--- src/rtl/pic_inta_sequencer_if.sv ---
// PIC INTA sequencer bus bundle.
// Resolver inputs, CPU handshake, EOI commands and vector outputs.
interface pic_inta_sequencer_if;
  logic       start_interrupt_flag;
  logic [2:0] highest_priority_id;
  logic       inta_n;
  logic [4:0] vector_base;
  logic       aeoi_mode;
  logic       eoi_valid;
  logic       eoi_specific;
  logic [2:0] eoi_level;
  logic       int_out;
  logic [7:0] isr;
  logic [7:0] irr_clear;
  logic [7:0] data_out;
  logic       data_out_en;

  modport master (
    output start_interrupt_flag,
    output highest_priority_id,
    output inta_n,
    output vector_base,
    output aeoi_mode,
    output eoi_valid,
    output eoi_specific,
    output eoi_level,
    input  int_out,
    input  isr,
    input  irr_clear,
    input  data_out,
    input  data_out_en
  );

  modport slave (
    input  start_interrupt_flag,
    input  highest_priority_id,
    input  inta_n,
    input  vector_base,
    input  aeoi_mode,
    input  eoi_valid,
    input  eoi_specific,
    input  eoi_level,
    output int_out,
    output isr,
    output irr_clear,
    output data_out,
    output data_out_en
  );
endinterface

--- src/rtl/pic_inta_sequencer.sv ---
// PIC INT/INTA sequencer: 8086-mode two-pulse acknowledge,
// in-service register, IRR clear pulses, vector drive and EOI.
module pic_inta_sequencer (
  input logic            clk,
  input logic            reset,
  pic_inta_sequencer_if.slave bus
);

  typedef enum logic [1:0] {
    S_IDLE,
    S_PEND,
    S_ACK1,
    S_VEC
  } state_t;

  state_t     state_q;
  state_t     state_d;
  logic       inta_q;
  logic       inta_d;
  logic [2:0] ack_id_q;
  logic [2:0] ack_id_d;
  logic       spur_q;
  logic       spur_d;
  logic       int_out_q;
  logic       int_out_d;
  logic [7:0] isr_q;
  logic [7:0] isr_d;
  logic [7:0] irr_clear_q;
  logic [7:0] irr_clear_d;
  logic [7:0] data_out_q;
  logic [7:0] data_out_d;
  logic       data_out_en_q;
  logic       data_out_en_d;

  logic       fall;
  logic       rise;
  logic [7:0] set_mask;
  logic [7:0] aeoi_mask;
  logic [7:0] eoi_mask;

  assign inta_d = bus.inta_n;
  assign fall   = inta_q & ~bus.inta_n;
  assign rise   = ~inta_q & bus.inta_n;

  // EOI clear mask; non-specific picks the lowest set bit (IR0 highest)
  always_comb begin
    eoi_mask = '0;
    if (bus.eoi_valid) begin
      if (bus.eoi_specific) begin
        eoi_mask[bus.eoi_level] = 1'b1;
      end else begin
        eoi_mask = isr_q & (~isr_q + 8'd1);
      end
    end
  end

  // Handshake FSM next-state, outputs and ISR update
  always_comb begin
    state_d       = state_q;
    ack_id_d      = ack_id_q;
    spur_d        = spur_q;
    int_out_d     = int_out_q;
    data_out_d    = data_out_q;
    data_out_en_d = data_out_en_q;
    irr_clear_d   = '0;
    set_mask      = '0;
    aeoi_mask     = '0;
    unique case (state_q)
      S_IDLE: begin
        if (bus.start_interrupt_flag) begin
          state_d   = S_PEND;
          int_out_d = 1'b1;
        end
      end
      S_PEND: begin
        if (fall) begin
          state_d = S_ACK1;
          if (bus.start_interrupt_flag) begin
            ack_id_d = bus.highest_priority_id;
            spur_d   = 1'b0;
            set_mask[bus.highest_priority_id]    = 1'b1;
            irr_clear_d[bus.highest_priority_id] = 1'b1;
          end else begin
            ack_id_d = 3'd7;
            spur_d   = 1'b1;
          end
        end
      end
      S_ACK1: begin
        if (fall) begin
          state_d       = S_VEC;
          int_out_d     = 1'b0;
          data_out_d    = {bus.vector_base, ack_id_q};
          data_out_en_d = 1'b1;
        end
      end
      S_VEC: begin
        if (rise) begin
          state_d       = S_IDLE;
          data_out_en_d = 1'b0;
          data_out_d    = '0;
          if (bus.aeoi_mode && !spur_q) begin
            aeoi_mask[ack_id_q] = 1'b1;
          end
        end
      end
      default: begin
        state_d = S_IDLE;
      end
    endcase
    isr_d = (isr_q & ~(eoi_mask | aeoi_mask)) | set_mask;
  end

  // State and output registers with synchronous reset
  always_ff @(posedge clk) begin
    if (reset) begin
      state_q       <= S_IDLE;
      inta_q        <= 1'b1;
      ack_id_q      <= '0;
      spur_q        <= 1'b0;
      int_out_q     <= 1'b0;
      isr_q         <= '0;
      irr_clear_q   <= '0;
      data_out_q    <= '0;
      data_out_en_q <= 1'b0;
    end else begin
      state_q       <= state_d;
      inta_q        <= inta_d;
      ack_id_q      <= ack_id_d;
      spur_q        <= spur_d;
      int_out_q     <= int_out_d;
      isr_q         <= isr_d;
      irr_clear_q   <= irr_clear_d;
      data_out_q    <= data_out_d;
      data_out_en_q <= data_out_en_d;
    end
  end

  assign bus.int_out     = int_out_q;
  assign bus.isr         = isr_q;
  assign bus.irr_clear   = irr_clear_q;
  assign bus.data_out    = data_out_q;
  assign bus.data_out_en = data_out_en_q;

endmodule
--- src/flat_wrapper.sv ---
// flat-port wrapper written by rule: the top's interface ports become plain ports
module pic_inta_sequencer_flat 
  (clk, reset, bus_start_interrupt_flag, bus_highest_priority_id, bus_inta_n, bus_vector_base, bus_aeoi_mode, bus_eoi_valid, bus_eoi_specific, bus_eoi_level, bus_int_out, bus_isr, bus_irr_clear, bus_data_out, bus_data_out_en);
  pic_inta_sequencer_if bus_i ();
  input logic clk;
  input logic reset;
  input wire logic [$bits(bus_i.start_interrupt_flag)-1:0] bus_start_interrupt_flag;
  input wire logic [$bits(bus_i.highest_priority_id)-1:0] bus_highest_priority_id;
  input wire logic [$bits(bus_i.inta_n)-1:0] bus_inta_n;
  input wire logic [$bits(bus_i.vector_base)-1:0] bus_vector_base;
  input wire logic [$bits(bus_i.aeoi_mode)-1:0] bus_aeoi_mode;
  input wire logic [$bits(bus_i.eoi_valid)-1:0] bus_eoi_valid;
  input wire logic [$bits(bus_i.eoi_specific)-1:0] bus_eoi_specific;
  input wire logic [$bits(bus_i.eoi_level)-1:0] bus_eoi_level;
  output wire logic [$bits(bus_i.int_out)-1:0] bus_int_out;
  output wire logic [$bits(bus_i.isr)-1:0] bus_isr;
  output wire logic [$bits(bus_i.irr_clear)-1:0] bus_irr_clear;
  output wire logic [$bits(bus_i.data_out)-1:0] bus_data_out;
  output wire logic [$bits(bus_i.data_out_en)-1:0] bus_data_out_en;
  assign bus_i.start_interrupt_flag = bus_start_interrupt_flag;
  assign bus_i.highest_priority_id = bus_highest_priority_id;
  assign bus_i.inta_n = bus_inta_n;
  assign bus_i.vector_base = bus_vector_base;
  assign bus_i.aeoi_mode = bus_aeoi_mode;
  assign bus_i.eoi_valid = bus_eoi_valid;
  assign bus_i.eoi_specific = bus_eoi_specific;
  assign bus_i.eoi_level = bus_eoi_level;
  assign bus_int_out = bus_i.int_out;
  assign bus_isr = bus_i.isr;
  assign bus_irr_clear = bus_i.irr_clear;
  assign bus_data_out = bus_i.data_out;
  assign bus_data_out_en = bus_i.data_out_en;
  pic_inta_sequencer u_core (.clk(clk), .reset(reset), .bus(bus_i));
endmodule
--- config.mk ---
export PLATFORM = sky130hd
export DESIGN_NAME = pic_inta_sequencer_flat
export DESIGN_NICKNAME = d
export VERILOG_FILES = /design/src/rtl/pic_inta_sequencer_if.sv /design/src/rtl/pic_inta_sequencer.sv /design/src/flat_wrapper.sv
export SDC_FILE = /design/constraint.sdc
export NUM_CORES = 1
export LEC_CHECK = 0
export BUFFER_PORTS_ARGS = -buffer_cell sky130_fd_sc_hd__buf_2
export CORE_UTILIZATION = 28
export DETAILED_ROUTE_END_ITERATION = 16
export PLACE_DENSITY = 0.53
export SYNTH_ARGS = -nofsm -noshare
export SYNTH_HDL_FRONTEND = slang
export SYNTH_SLANG_ARGS = --single-unit
--- constraint.sdc ---
create_clock -name clk -period 5.4 [get_ports clk]
set_clock_uncertainty 0.05 [all_clocks]
set_input_delay 0.27 -clock clk [delete_from_list [all_inputs] [get_ports clk]]
set_output_delay 0.27 -clock clk [all_outputs]
set_load 0.01 [all_outputs]
==> results.sh <==
export IMPL_outcome="complete, no violations"
export IMPL_ys_warnings_count=0
export IMPL_cp_depth=6
export IMPL_vdd_drop_max_v=0.0000812
export IMPL_htreeDepth=2
export IMPL_synth_commonest_cells="dfxtp_1, nand2_1, a21oi_1, nor2_1, inv_1"
export IMPL_synth_area_per_cell_um2=8.64
export IMPL_holdPathEnd="u_core.inta_q"
export IMPL_regToRegStartpoint="u_core.state_q[0]"
export IMPL_gp_congestion=0.830
export IMPL_tightestPinTransition_ns=0.661
export IMPL_combPwrFrac=0.229
export IMPL_ys_ff_latch=33
export IMPL_cts_buffers_inserted=5
export IMPL_grt_antenna_before_repair=0
export IMPL_syn_to_final_growth_pct=23.6
export IMPL_p_int_mw=0.425
export IMPL_finalNonFillerCells=286
export IMPL_drc=0
export IMPL_boundaryPins=44
export IMPL_grt_use_total=0.142
export IMPL_regToRegSetupSlack_ns=3.41
export IMPL_slew_violations=0
export IMPL_finalSetupViolCount=0
export IMPL_crit_buf_inv=1
export IMPL_first_global_vias=1262
export IMPL_drive_gt1_frac=0.231
export IMPL_cp_data_required_time_ns=5.51
export IMPL_synthCells=174
export IMPL_ys_flop_type="dfxtp_1"
export IMPL_yosysTopAreaCell="dfxtp_1"
export IMPL_cp_start_kind="flop"
export IMPL_synth_nets=196
export IMPL_timing_final_crit_period_ns=1.99
export IMPL_synth_top_area_frac=0.439
export IMPL_antennaDiodeCount=0
export IMPL_clkSinkCount=33
export IMPL_synth_cell_type_count=39
export IMPL_crit_chain="inv_1, ha_1, nor2b_1, a22oi_1, or3_1, a21oi_1"
export IMPL_core_area_mm2=0.00514
export IMPL_hold_path_class="input port to flop"
export IMPL_p_clk_frac=0.311
export IMPL_synthTopCellsByArea="dfxtp_1, nand4b_1, nand2_1"
export IMPL_drt_total_wl_um=3770
export IMPL_yosysMostFrequentCell="dfxtp_1"
export IMPL_seq_area_frac_synth=0.439
export IMPL_finalHoldViolCount=0
export IMPL_clk_latency_ns=0.29
export IMPL_grt_pass1_wl_um=5920
export IMPL_hold_buffers=0
export IMPL_crit_family="compound AO/OA/AOI/OAI gates"
export IMPL_maxSlewHeadroom=0.559
export IMPL_p_seq_frac=0.461
export IMPL_syn_cell_area_mm2=0.00150
export IMPL_worst_ep_arrival_time_ns=2.10
export IMPL_rsz0062_at_grt="false"
export IMPL_post_drt_via_cell_ratio=4.87
export IMPL_cap_violations=0
export IMPL_drtIter0Drc=85
export IMPL_dp_hpwl_um=2790
export IMPL_drt_pass1_iter_count=4
export IMPL_die_h_um=75.3
export IMPL_synth_edff_count=0
export IMPL_root_buffer="clkbuf_8"
export IMPL_io_buffers=43
export IMPL_cts_tree="yes"
export IMPL_nNetsFinal=238
export IMPL_ff2ff_path_depth=6
export IMPL_max_stage_delay_ns=0.57
export IMPL_slowest_stage="a22oi_1"
export IMPL_path_class="flop to flop"
export IMPL_crit_path_max_fanout=12
export IMPL_p_leak_nw=0.794
export IMPL_crit_path_end_kind="flop"
export IMPL_ant_nets=0
export IMPL_hold_depth=2
export IMPL_cts_setup_buffers=0
export IMPL_wl_per_cell_um=13.2
export IMPL_via_count=1393
export IMPL_clock_fmax_ghz=0.504
export IMPL_clockBufferDepth=2
export IMPL_die_area_mm2=0.00567
export IMPL_p_sw_frac=0.305
export IMPL_synth_async_sr_flop_share=0
export IMPL_rr_endpoint="u_core.bus.data_out[1]"
export IMPL_grt_overflow_total=0
export IMPL_dp_cells=279
export IMPL_cts_clk_slew_worst_paths_ns=0.07
export IMPL_fillCellCount=590
export IMPL_die_x_um=75.3
export IMPL_timing_hold_ws_ns=0.210
export IMPL_hold_path_startpoint="bus_inta_n"
export IMPL_cts_resized=0
export IMPL_rows=26
export IMPL_powerDensity_mw_per_mm2=329
export IMPL_switchingPower_mw=0.186
export IMPL_start_util=0.293
export IMPL_critPathLaunch="u_core.state_q[0]"
export IMPL_min_period_over_period=0.368
export IMPL_fin_setup_tns_ns=0
export IMPL_grt_max_degree=20
==> cells by family (layout without fill, tap and decap cells) <==
kind of cell    after synthesis  count (layout)  share of synthesized area
mux                           1               1                    0.00666
simple gates                 84              84                      0.316
compound gates               34              34                      0.157
fa+ha+maj                     4               4                     0.0333
flops                        33              33                      0.439
buf+inv                      18              60                     0.0474
==> layer usage <==
| layer | share of wire | track usage |
|---|---|---|
| met5 | 0 | 0 |
| met4 | 0.014 | 0.0556 |
| met2 | 0.45 | 0.207 |
| met3 | 0.057 | 0.0423 |
| met1 | 0.48 | 0.195 |
==> registers in the layout (all words and copies together), names as in the netlist, 2 cells and up <==
register / cells
u_core.bus.data_out: 8
u_core.state_q: 2
u_core.bus.isr: 8
u_core.bus.irr_clear: 8
u_core.ack_id_q: 3
==> area by class of cell <==
class	instances	area, µm²	area share
inverters	10	37.5	0.0202
flip-flops and latches	33	661	0.355
clock buffers	7	86.3	0.0464
multi-input cells	123	772	0.415
well taps	70	87.6	0.0471
repair buffers	43	215	0.116
==> stage by stage <==
step | total power, mW | area [µm²] | setup slack [ns] | util
2_1_floorplan | 0.388 | 1500 | 3.60 | -
3_3_place_gp | 0.426 | 1770 | 3.45 | 0.345
3_5_place_dp | 0.428 | 1770 | 3.42 | 0.345
4_1_cts | 0.619 | 1860 | 3.39 | 0.362
5_1_grt | 0.656 | 1860 | 3.20 | 0.362
6_report | 0.612 | 1860 | 3.41 | 0.362
==> cells in the final DEF (no fill, tap or decap), types with 3 or more instances in the layout <==
master    Yosys  final
clkbuf_8      0      6
dfxtp_1      33     33
or3_1         8      8
nor4_1        5      5
nand2_1      16     16
buf_2         3     43
nand4b_1      7      7
ha_1          4      4
nand4_1       3      3
a21oi_1      11     11
nand3_1       6      6
nor2b_1       8      8
o22ai_1       3      3
nor2_1       11     11
inv_1        10     10
nand2b_1      4      4
nor3_1        6      6
==> power groups by stage <==
stage	combinational (mW)	clock (mW)	sequential, mW
final	0.140	0.190	0.282
after global routing	0.161	0.208	0.287
after CTS	0.141	0.195	0.282
after detailed placement	0.141	0	0.288
after global placement	0.139	0	0.287
after floorplan	0.0995	0	0.288
==> how the worst max path moves through the flow <==
| stage | to | slack, ns |
|---|---|---|
| 3_3_place_gp | u_core.bus.data_out[1] | 3.45 |
| 6_report | u_core.bus.data_out[1] | 3.41 |
| 4_1_cts | u_core.bus.data_out[1] | 3.39 |
| 5_1_grt | u_core.state_q[0] | 3.20 |
| 3_5_place_dp | u_core.bus.data_out[1] | 3.42 |
| 2_1_floorplan | u_core.state_q[0] | 3.60 |
Power figures use the tool's default switching activity.
